File: config.mk
export PLATFORM = sky130hd
export DESIGN_NAME = period_meter
export DESIGN_NICKNAME = d
export VERILOG_FILES = /design/src/rtl/period_meter.sv
export SDC_FILE = /design/constraint.sdc
export NUM_CORES = 1
export LEC_CHECK = 0
export CORE_ASPECT_RATIO = 1.4
export CORE_UTILIZATION = 65
export DETAILED_ROUTE_END_ITERATION = 6
export HOLD_SLACK_MARGIN = 0.05
export PLACE_DENSITY = 0.94
export SKIP_CTS_REPAIR_TIMING = 1
export SLEW_MARGIN = 20
export SYNTH_ARGS = -nofsm -noshare
export SYNTH_HDL_FRONTEND = slang
export SYNTH_SLANG_ARGS = --single-unit
File: constraint.sdc
create_clock -name clk_i -period 5.8 [get_ports clk_i]
set_clock_uncertainty 0.2 [all_clocks]
set_input_delay 0.58 -clock clk_i [delete_from_list [all_inputs] [get_ports clk_i]]
set_output_delay 0.58 -clock clk_i [all_outputs]
set_load 0.01 [all_outputs]
File: src/rtl/period_meter.sv
// Measures period and high time of an asynchronous square wave in clk_i cycles,
// averaged over 2^avg_lg_p consecutive periods, with a valid/yumi result handoff.
module period_meter #(
    parameter int width_p       = 24,
    parameter int avg_lg_p      = 2,
    parameter int sync_stages_p = 2
) (
    input  logic               clk_i,
    input  logic               reset_i,
    input  logic               en_i,
    input  logic               sig_i,
    output logic [width_p-1:0] period_o,
    output logic [width_p-1:0] high_o,
    output logic               v_o,
    input  logic               yumi_i,
    output logic               timeout_o,
    output logic               overrun_o
);

    localparam int AW = width_p + avg_lg_p;
    localparam int KW = (avg_lg_p > 0) ? avg_lg_p : 1;
    localparam logic [KW-1:0]      K_LAST  = KW'((1 << avg_lg_p) - 1);
    localparam logic [width_p-1:0] CNT_MAX = '1;
    localparam logic [width_p-1:0] ARM_LIM = {{(width_p-1){1'b1}}, 1'b0};

    localparam logic [1:0] IDLE = 2'd0;
    localparam logic [1:0] ARM  = 2'd1;
    localparam logic [1:0] MEAS = 2'd2;

    function automatic logic [width_p-1:0] avg_trunc(input logic [AW-1:0] sum);
        logic [AW-1:0] sh;
        sh = sum >> avg_lg_p;
        return sh[width_p-1:0];
    endfunction

    logic [sync_stages_p-1:0] sync_q;
    logic                     sig_q;
    logic                     rise_q;

    logic [1:0]         state_q, state_d;
    logic [width_p-1:0] cnt_q, cnt_d;
    logic [width_p-1:0] hcnt_q, hcnt_d;
    logic [AW-1:0]      accp_q, accp_d;
    logic [AW-1:0]      acch_q, acch_d;
    logic [KW-1:0]      k_q, k_d;
    logic [AW-1:0]      sum_p, sum_h;
    logic               form;
    logic               tmo_set;

    // sig_q is the synced level delayed one cycle so it lines up with rise_q
    always_ff @(posedge clk_i) begin
        if (reset_i) begin
            sync_q <= '0;
            sig_q  <= 1'b0;
            rise_q <= 1'b0;
        end else begin
            sync_q <= {sync_q[sync_stages_p-2:0], sig_i};
            sig_q  <= sync_q[sync_stages_p-1];
            rise_q <= sync_q[sync_stages_p-1] & ~sig_q;
        end
    end

    assign sum_p = accp_q + AW'(cnt_q);
    assign sum_h = acch_q + AW'(hcnt_q);

    always_comb begin
        state_d = state_q;
        cnt_d   = cnt_q;
        hcnt_d  = hcnt_q;
        accp_d  = accp_q;
        acch_d  = acch_q;
        k_d     = k_q;
        form    = 1'b0;
        tmo_set = 1'b0;
        if (!en_i) begin
            state_d = IDLE;
            cnt_d   = '0;
            hcnt_d  = '0;
            accp_d  = '0;
            acch_d  = '0;
            k_d     = '0;
        end else begin
            case (state_q)
                IDLE: begin
                    state_d = ARM;
                    cnt_d   = '0;
                    hcnt_d  = '0;
                    accp_d  = '0;
                    acch_d  = '0;
                    k_d     = '0;
                end
                ARM: begin
                    if (rise_q) begin
                        state_d = MEAS;
                        cnt_d   = width_p'(1);
                        hcnt_d  = width_p'(sig_q);
                        accp_d  = '0;
                        acch_d  = '0;
                        k_d     = '0;
                    end else if (cnt_q == ARM_LIM) begin
                        tmo_set = 1'b1;
                        cnt_d   = '0;
                    end else begin
                        cnt_d = cnt_q + width_p'(1);
                    end
                end
                MEAS: begin
                    if (rise_q) begin
                        cnt_d  = width_p'(1);
                        hcnt_d = width_p'(1);
                        if (k_q == K_LAST) begin
                            form   = 1'b1;
                            accp_d = '0;
                            acch_d = '0;
                            k_d    = '0;
                        end else begin
                            accp_d = sum_p;
                            acch_d = sum_h;
                            k_d    = k_q + KW'(1);
                        end
                    end else if (cnt_q == CNT_MAX) begin
                        // No edge within the counter range: re-arm from scratch
                        tmo_set = 1'b1;
                        state_d = ARM;
                        cnt_d   = '0;
                        hcnt_d  = '0;
                        accp_d  = '0;
                        acch_d  = '0;
                        k_d     = '0;
                    end else begin
                        cnt_d  = cnt_q + width_p'(1);
                        hcnt_d = hcnt_q + width_p'(sig_q);
                    end
                end
                default: state_d = IDLE;
            endcase
        end
    end

    always_ff @(posedge clk_i) begin
        if (reset_i) begin
            state_q   <= IDLE;
            cnt_q     <= '0;
            hcnt_q    <= '0;
            accp_q    <= '0;
            acch_q    <= '0;
            k_q       <= '0;
            period_o  <= '0;
            high_o    <= '0;
            v_o       <= 1'b0;
            timeout_o <= 1'b0;
            overrun_o <= 1'b0;
        end else begin
            state_q <= state_d;
            cnt_q   <= cnt_d;
            hcnt_q  <= hcnt_d;
            accp_q  <= accp_d;
            acch_q  <= acch_d;
            k_q     <= k_d;
            if (form) begin
                if (!v_o || yumi_i) begin
                    period_o  <= avg_trunc(sum_p);
                    high_o    <= avg_trunc(sum_h);
                    v_o       <= 1'b1;
                    timeout_o <= 1'b0;
                end else begin
                    overrun_o <= 1'b1;
                end
            end else if (yumi_i) begin
                v_o <= 1'b0;
            end
            if (tmo_set) begin
                timeout_o <= 1'b1;
            end
        end
    end

endmodule

-- Word-level counts from Yosys, hierarchy flattened
Cells that the tools add are included.
- register bits: 159
- input bits: 5
- output and inout bits: 51
- add/sub/neg operators: 5
- equal/unequal tests: 10
- mux-type cells: 42
- bitwise operators: 4
- reductions and logical operators: 15
- operators with widths (operator ; count):
    $mux W24 ; 7
    $mux W26 ; 6
    $pmux W26 S3 ; 2
    $pmux W24 S3 ; 2
    $add A26 B24 Y26 ; 2
    $eq A24 B24 Y1 const B ; 2
    $add A24 B1 Y24 ; 1
    $add A24 B1 Y24 const B ; 1
    $mux W1 ; 15
    $mux W2 ; 7
    $pmux W2 S3 ; 2
    $reduce_and A2 Y1 ; 5
    $ne A2 B2 Y1 const B ; 3
    $reduce_and A3 Y1 ; 2
    $reduce_bool A2 Y1 ; 3
    $eq A2 B2 Y1 const B ; 2
    $ne A3 B3 Y1 const B ; 1
    $not A1 Y1 ; 3
    $reduce_bool A3 Y1 ; 1
    $add A2 B1 Y2 const B ; 1
    $eq A2 B1 Y1 const B ; 1
    $logic_not A2 Y1 ; 1
    $ne A2 B1 Y1 const B ; 1
    $pmux W1 S2 ; 1
    4 further kinds ; 4

-- Longest topological paths before layout
- depth in word-level cells: 7
- gate-level depth with buffers: 11
- mapped depth without buffers: 10

-- Least setup slack after synthesis
Ideal clock, no wire load.
- path kind: reg2reg
- start point: register cnt_q[0]
- end point: register period_o[16]
- setup time: 0.092 ns
- arrival time: 2.411 ns
- required time: 5.508 ns
- path slack: 3.097 ns
- cell stages (with the launch flop): 11
- buffers on the path: 0
- cells stage by stage: dfxtp_1 -> ha_1 -> inv_1 -> fa_1 -> nor2b_4 -> o31a_1 -> o31a_1 -> o2111a_1 -> o41a_1 -> and3_1 -> nor4_1
- word-level cells in the longest chain between the ends: 1
- RTL lines (element ; RTL line ; RTL):
    start: declaration ; 41 ; logic [width_p-1:0] cnt_q, cnt_d;
    start signal: assignment ; 155 ; cnt_q <= cnt_d;
    $add A26 B24 Y26 ; 63 ; assign sum_p = accp_q + AW'(cnt_q);
    end signal: assignment ; 162 ; period_o <= avg_trunc(sum_p);
    end: declaration ; 12 ; output logic [width_p-1:0] period_o,
Every way passes these cells.
A chain may end at the register's enable or synchronous reset.

-- Worst setup path after layout
- start point: register cnt_q[16]
- end point: register acch_q[3]
- word-level cells in the longest chain between the ends: 3
- RTL lines (element ; RTL line ; RTL):
    $eq A24 B24 Y1 ; 121 ; end else if (cnt_q == CNT_MAX) begin
    $ne A3 B3 Y1 (no source line) ; - ;
    $reduce_and A3 Y1 (no source line) ; - ;
    end signal: assignment ; 158 ; acch_q <= acch_d;
    end: declaration ; 44 ; logic [AW-1:0] acch_q, acch_d;
Every way passes these cells.

==> out/summary.txt <==
status -> completed
DRT antenna net count -> 0
Async SR Flop Fraction -> 0%
Final Critical Period -> 3.36 ns
Worst-path clk slew -> 0.06 ns
Area Growth Syn to Fin -> 13.3%
cells along the critical path -> nand2_1 -> nor4_1 -> a31oi_1 -> o21bai_1 -> nand2_2 -> a22oi_1 -> nor2_1
pre-CTS WS -> 2.29 ns
clock sink count -> 159
final worst-path cycle share -> 57.9%
R2R Path Start -> cnt_q[16]$_SDFFE_PP0P_
Worst Hold Class -> reg2reg
antenna violations before repair -> 0
number of synthesized register bits -> 159
FP Rows -> 51
Synth area leader -> dfxtp_1
most frequent cells in the layout -> dfxtp_1, nand2_1, nor2_1
Die Y -> 143 um
Slew Limit Fails -> 0
WL/cell -> 18.4 um
vias in the first global route -> 8464
Post-synth EDFFs -> 0
cell area after synthesis -> 0.00919 mm2
Placed Instances -> 1339
most common cell after layout, fill and taps aside -> dfxtp_1
starting density of the core -> 66.3%
Primary FF master, synth -> dfxtp_1
Port Buffers -> 55
sequential-to-total area share from yosys stat -> 34.7%
Leak -> 4.13 nW
Synth area leaders -> dfxtp_1, ha_1, nand2_1, a21oi_1, nor2_1
Residual DRC -> 0
relative slew slack -> 37.3%
Clock Latency Late Sink -> 0.45 ns
die area -> 0.0146 mm2
diodes inserted -> 0
Mean Syn Cell Area -> 7.99 um2
setup slack after layout -> 2.44 ns
Non-Filler Instances -> 1370
RePlAce Congestion -> 0.947
Setup crit start kind -> flip-flop
placed inst area -> 0.00981 mm2
clk buf depth -> 2
htree depth -> 4
pwr dens -> 222 mW/mm2
top-area cell type share of the netlist area -> 34.7%
Slew @ Worst Pin -> 0.931 ns
Hold Path Origin -> sync_q[0]$_SDFF_PP0_
RSZ-0062 raised after global routing -> no
final-stage net count -> 1238
Slowest Stage Delay on Critical Path -> 0.83 ns
Highest Clock Rate -> 298 MHz
Core Area -> 0.0138 mm2
First-pass DRT Iterations -> 6
layout cell share with drive strength beyond 1 -> 4.56%
total wire length -> 25200 um
Max Cap Viol -> 0
Total Neg Setup Slack -> 0 ns
final hold violations -> 0
Post-Syn Instances -> 1149
root buf cell -> clkbuf_16
final number of setup-violating endpoints -> 0
gr usage total -> 35.6%
DR vias -> 8865
CTS tree -> built
grt ovf -> 0
Ports -> 56
worst-path fanout max -> 31
Syn Nets -> 1214
synth warn -> 0
dpl hpwl -> 17400 um
WP data required -> 5.92 ns
vias per std cell -> 6.47
CTS buffer count -> 17
first-pass GRT wire length -> 40400 um
maximum resistive drop on vdd -> 198 uV
largest net degree at the start of global routing -> 59
Critical Path Source -> cnt_q[16]$_SDFFE_PP0P_
Worst Path Arrival -> 3.48 ns
cell area after layout -> 0.0104 mm2
filler instances -> 993
Synth cell types -> 65
Worst setup EP type -> flip-flop
Crit-path slowest cell -> nor4_1
First DRT Iteration DRCs -> 617
die width -> 102 um
CP Class -> reg2reg
## final cells by class
cell class	instances	area (um2)	area share [%]
multi-input combinational	912	5720	54.9
sequential	159	3180	30.6
clock buffer	20	457	4.39
tap	185	231	2.22
timing repair buffer	64	613	5.89
clock inverter	11	140	1.35
inverter	19	71.3	0.685
## synthesized netlist by cell type, types with 19 or more instances
master    count
a21o_1       36
o21ai_0      71
xor2_1       36
nand2_1     143
dfxtp_1     159
nand3_1      36
inv_1        19
nor2_1      116
a21oi_1      94
nand4_1      23
ha_1         58
a22oi_1      26
clkbuf_1     50
xnor2_1      22
## state kept, by name, indices dropped and copies added, names as in the netlist, 2 cells and up
| signal | flops |
|---|---|
| acch_q | 26 |
| accp_q | 26 |
| cnt_q | 24 |
| hcnt_q | 24 |
| high_o | 24 |
| period_o | 24 |
| k_q | 2 |
| state_q | 2 |
| sync_q | 2 |
## cell families after synthesis
logic type | count (synthesis) | synth area share, %
AND/OR/NAND/NOR | 451 | 23.9
AO/OA/AOI/OAI | 337 | 23.6
flip-flops | 159 | 34.7
buffers and inverters | 78 | 3.32
adder cells (fa/ha/maj) | 60 | 8.34
XOR/XNOR | 58 | 5.53
multiplexers | 6 | 0.654
## worst paths after layout
kind                            endpoint  slack (ns)  cells after the start
hold / removal      sync_q[1]$_SDFF_PP0_        0.24                      1
setup reg to reg  acch_q[3]$_SDFFE_PP0P_        2.44                      7
hold reg to reg     sync_q[1]$_SDFF_PP0_        0.24                      1
setup / recovery  acch_q[3]$_SDFFE_PP0P_        2.44                      7
## worst max-delay path: cells and delay by family, from the launching register on
family	cells	cell delay [ns]
AO/OA/AOI/OAI	3	1.06
flip-flops	1	0.46
AND/OR/NAND/NOR	4	1.52
## power breakdown
group | internal (mW) | total [mW] | switching [mW]
registers | 1.09 | 1.10 | 0.00207
clock network | 0.693 | 1.15 | 0.460
logic | 0.0134 | 0.0642 | 0.0508
## metrics by stage
stage	hold WS, ns	utilization [%]	power (mW)
floorplan	0.214	-	1.16
detailed placement	0.231	70.9	1.18
CTS	0.247	75.2	2.31
finish	0.239	75.2	2.31
global route	0.262	75.2	2.37
global placement	0.222	70.9	1.18
## metal layers
layer	wire, um	track usage [%]	up-vias
li1	-	-	4220
met5	0	0	-
met4	1110	21.1	0
met2	12600	60.0	374
met3	1460	6.02	101
met1	10000	41.8	4170
No activity file was read; power rests on OpenSTA's default activity.
==> RTL edit 1: new RTL, config.mk and constraints unchanged <==
Make the reset (`reset_i`) asynchronous in 2 clocked blocks.
--- a/src/rtl/period_meter.sv
+++ b/src/rtl/period_meter.sv
@@ -48,7 +48,7 @@
     logic               tmo_set;
 
     // sig_q is the synced level delayed one cycle so it lines up with rise_q
-    always_ff @(posedge clk_i) begin
+    always_ff @(posedge clk_i or posedge reset_i) begin
         if (reset_i) begin
             sync_q <= '0;
             sig_q  <= 1'b0;
@@ -137,7 +137,7 @@
         end
     end
 
-    always_ff @(posedge clk_i) begin
+    always_ff @(posedge clk_i or posedge reset_i) begin
         if (reset_i) begin
             state_q   <= IDLE;
             cnt_q     <= '0;
Function: same outputs for any inputs over 10 cycles, from zero or initial values and one cycle with reset_i high; that may be too few to reach the edited logic, so the function may still have changed.
==> RTL edit 1 against the original RTL <==
  * Sequential cell count unchanged
  * Wire length down 3.5%
  * Core utilization up 1.6 points
  * Area after synthesis up 3.1%
  * Via count down 5.2%
  * Cell area up 3.5%
  * Cell count down 7.8%
  * Setup slack worse by 0.028 ns
  * Critical endpoint is now acch_q[20]
  * Largest cell class unchanged
Power is not compared: it rests on default switching activity, and its combinational part moved more than twofold at a synthesized area within 25%.
==> RTL edit 1: results (changes against the original RTL) <==
[metrics] mean instance size in the synthesized netlist: 9.26 um2 (was 7.99 um2)
[metrics] hold slack final: 0.151 ns (was 0.239 ns)
[metrics] cell count of the worst reg-to-reg path: 9 (was 7)
[metrics] layout filler cell count: 885 (was 993)
[metrics] cell types with the largest area share after synthesis: sky130_fd_sc_hd__dfrtp_1 42%, sky130_fd_sc_hd__ha_1 7.5%, sky130_fd_sc_hd__nand2_1 5.4% (was sky130_fd_sc_hd__dfxtp_1 35%, sky130_fd_sc_hd__ha_1 7.9%, sky130_fd_sc_hd__nand2_1 5.8%)
[metrics] detailed-routing iteration count for the pre-antenna-repair pass: 7 (was 6)
[metrics] sum of routed wire length over all layers: 24300 um (was 25200 um)
[metrics] ratio of cells with drive above 1 in the final layout: 6.68% (was 4.56%)
[metrics] share of synthesized area spent on multiplexers: 2.23% (was 0.654%)
[metrics] final RePlAce weighted congestion: 0.954 (was 0.947)
[metrics] detailed router's first-iteration violation count: 657 (was 617)
[metrics] Final Critical Period: 3.39 ns (was 3.36 ns)
[metrics] Synthesized Nets: 1086 (was 1214)
[metrics] hold path cells: 0 (was 1)
[metrics] pre-CTS setup slack: 2.45 ns (was 2.29 ns)
[metrics] largest fanout on the critical path: 6 (was 31)
[metrics] Top delay family on crit path: compound AO/OA/AOI/OAI gates (was simple AND/OR/NAND/NOR gates)
[metrics] complex-gate fraction of the synthesized area: 21.1% (was 23.6%)
[metrics] largest net degree at the start of global routing: 82 (was 59)
[metrics] length of routed met3 wiring: 1600 um (was 1460 um)
[metrics] share of flip-flops with an asynchronous set or reset: 100% (was 0%)
[metrics] distinct cell type count after synthesis: 69 (was 65)
[metrics] Post-synth top cells: 159 x sky130_fd_sc_hd__dfrtp_1, 137 x sky130_fd_sc_hd__nand2_1, 77 x sky130_fd_sc_hd__o21ai_0 (was 159 x sky130_fd_sc_hd__dfxtp_1, 143 x sky130_fd_sc_hd__nand2_1, 116 x sky130_fd_sc_hd__nor2_1)
[metrics] met1 routed wirelength after detailed routing: 8960 um (was 10000 um)
[metrics] fraction of synthesized cell area in xor and xnor cells: 5.27% (was 5.53%)
[metrics] run status: complete, no violations (unchanged)
[metrics] via count of the first global-routing pass: 8399 (was 8464)
[metrics] Slowest-stage cell, CP: sky130_fd_sc_hd__a311oi_2 (was sky130_fd_sc_hd__nor4_1)
[metrics] reg2reg setup slack: 2.41 ns (was 2.44 ns)
[RTL edit 1: cell count changes in the layout (fill, tap and decap cells not counted), moves of 13 or more]
cell and change:
sky130_fd_sc_hd__nor3b_1 -14, sky130_fd_sc_hd__a22o_1 +32, sky130_fd_sc_hd__mux2_2 +17, sky130_fd_sc_hd__dfrtp_1 +159, sky130_fd_sc_hd__dfxtp_1 -159, sky130_fd_sc_hd__nor4_1 -13
sky130_fd_sc_hd__a21oi_1 -31, sky130_fd_sc_hd__a22oi_1 -25, sky130_fd_sc_hd__a21o_1 -16, sky130_fd_sc_hd__nor2_1 -47
[RTL edit 1: area by class of cell]
class                           count  area [um2]  share of cell area (%)
Timing Repair Buffer               63         611                    5.67
Multi-Input combinational cell    807        5290                    49.1
Tap cell                          185         231                    2.15
Inverter                           17        68.8                   0.638
Clock buffer                       23         488                    4.53
Clock inverter                      9         106                   0.987
Sequential cell                   159        3980                    36.9
==> RTL edit 2: new RTL, same flow settings <==
Made on the original files. Set the parameter `width_p` to 28 (it was 24).
--- a/src/rtl/period_meter.sv
+++ b/src/rtl/period_meter.sv
@@ -1,7 +1,7 @@
 // Measures period and high time of an asynchronous square wave in clk_i cycles,
 // averaged over 2^avg_lg_p consecutive periods, with a valid/yumi result handoff.
 module period_meter #(
-    parameter int width_p       = 24,
+    parameter int width_p       = 28,
     parameter int avg_lg_p      = 2,
     parameter int sync_stages_p = 2
 ) (
Ports: changed (resized high_o and period_o); port bits go from 56 to 64. The function was not compared with the original's and may differ.
==> RTL edit 2 against the original RTL <==
  * Setup slack lost 0.38 ns
  * Wire length grew 9.0%
  * Cell area grew 11%
  * Non-clock buffer count grew 7
  * Sequential cell count grew 24
  * Power grew 7.2%
  * Area after synthesis grew 12%
  * Sequential power grew 15%
  * Critical endpoint is now period_o[20]
==> RTL edit 2: results (changes against the original RTL) <==
[metrics] final RePlAce weighted congestion: 0.956 (was 0.947)
[metrics] layout filler cell count: 1113 (was 993)
[metrics] timing startpoint of the critical path: cnt_q[0] (was cnt_q[16])
[metrics] cell count of the worst reg-to-reg path: 10 (was 7)
[metrics] largest fanout on the critical path: 7 (was 31)
[metrics] delay of the slowest critical-path stage: 0.59 ns (was 0.83 ns)
[metrics] ratio of cells with drive above 1 in the final layout: 4.78% (was 4.56%)
[metrics] mean instance size in the synthesized netlist: 8.04 um2 (was 7.99 um2)
[metrics] portion of the post-synthesis area used by sequential elements: 35.5% (was 34.7%)
[metrics] combinational cell fraction of total power: 2.1% (was 2.8%)
[metrics] hold path cells: 2 (was 1)
[metrics] worst path arrival time: 3.91 ns (was 3.48 ns)
[metrics] overall fraction of global-route tracks in use: 34.4% (was 35.6%)
[metrics] leakage: 4.47 nW (was 4.13 nW)
[metrics] run status: complete, no violations (unchanged)
[metrics] hold slack final: 0.256 ns (was 0.239 ns)
[metrics] cell types with the largest area share after synthesis: sky130_fd_sc_hd__dfxtp_1 36%, sky130_fd_sc_hd__ha_1 8.0%, sky130_fd_sc_hd__a21oi_1 6.4% (was sky130_fd_sc_hd__dfxtp_1 35%, sky130_fd_sc_hd__ha_1 7.9%, sky130_fd_sc_hd__nand2_1 5.8%)
[metrics] Post-synth top cells: 183 x sky130_fd_sc_hd__dfxtp_1, 152 x sky130_fd_sc_hd__nand2_1, 132 x sky130_fd_sc_hd__nor2_1 (was 159 x sky130_fd_sc_hd__dfxtp_1, 143 x sky130_fd_sc_hd__nand2_1, 116 x sky130_fd_sc_hd__nor2_1)
[metrics] peak ir drop on the vdd network: 195 uV (was 198 uV)
[metrics] largest net degree at the start of global routing: 74 (was 59)
[metrics] Via-to-Cell Ratio: 6.50 (was 6.47)
[metrics] detailed router's first-iteration violation count: 739 (was 617)
[metrics] Top delay family on crit path: compound AO/OA/AOI/OAI gates (was simple AND/OR/NAND/NOR gates)
[metrics] Slew HR: 26.8% (was 37.3%)
[metrics] capture point of the worst reg-to-reg path: period_o[20] (was acch_q[3])
[metrics] drt wl/cell: 18.2 um (was 18.4 um)
[metrics] total internal power: 1.92 mW (was 1.80 mW)
[metrics] Worst Hold Launch: high_o[10] (was sync_q[0])
[metrics] first-pass GRT wire length: 44400 um (was 40400 um)
[metrics] share of total power in the clock network: 47.1% (was 49.8%)
[metrics] fmax: 267 MHz (was 298 MHz)
[RTL edit 2: changes by cell type after synthesis, moves of 12 or more]
cell	delta
sky130_fd_sc_hd__or3_1	+17
sky130_fd_sc_hd__a21oi_1	+37
sky130_fd_sc_hd__xnor2_1	+18
sky130_fd_sc_hd__nor4_1	-13
sky130_fd_sc_hd__a22o_1	+15
sky130_fd_sc_hd__dfxtp_1	+24
sky130_fd_sc_hd__nor2_1	+16
sky130_fd_sc_hd__xor2_1	-12
[RTL edit 2: per-layer routing]
layer	vias up	GRT usage (%)	share of wire [%]
li1	4682	-	-
met1	4630	38.7	39
met2	418	60.0	51
met3	98	6.20	5.5
met4	0	20.5	4.7
met5	-	0	0
[RTL edit 2: cell type report]
| cell class | instances | area [um2] | share of cell area (%) |
|---|---|---|---|
| timing repair buffer | 71 | 686 | 5.92 |
| sequential | 183 | 3660 | 31.6 |
| clock buffer | 23 | 498 | 4.30 |
| tap | 196 | 245 | 2.12 |
| multi-input combinational | 1009 | 6320 | 54.5 |
| inverter | 22 | 82.6 | 0.713 |
| clock inverter | 9 | 92.6 | 0.799 |
[RTL edit 2: kinds of logic (layout without fill, tap and decap cells)]
| family | after synthesis | in the layout | share of synthesized area [%] |
|---|---|---|---|
| adder cells (fa/ha/maj) | 68 | 68 | 8.40 |
| buffers and inverters | 90 | 125 | 3.35 |
| multiplexers | 3 | 3 | 0.303 |
| AO/OA/AOI/OAI | 393 | 393 | 24.6 |
| AND/OR/NAND/NOR | 481 | 481 | 22.4 |
| XOR/XNOR | 64 | 64 | 5.44 |
| flip-flops | 183 | 183 | 35.5 |
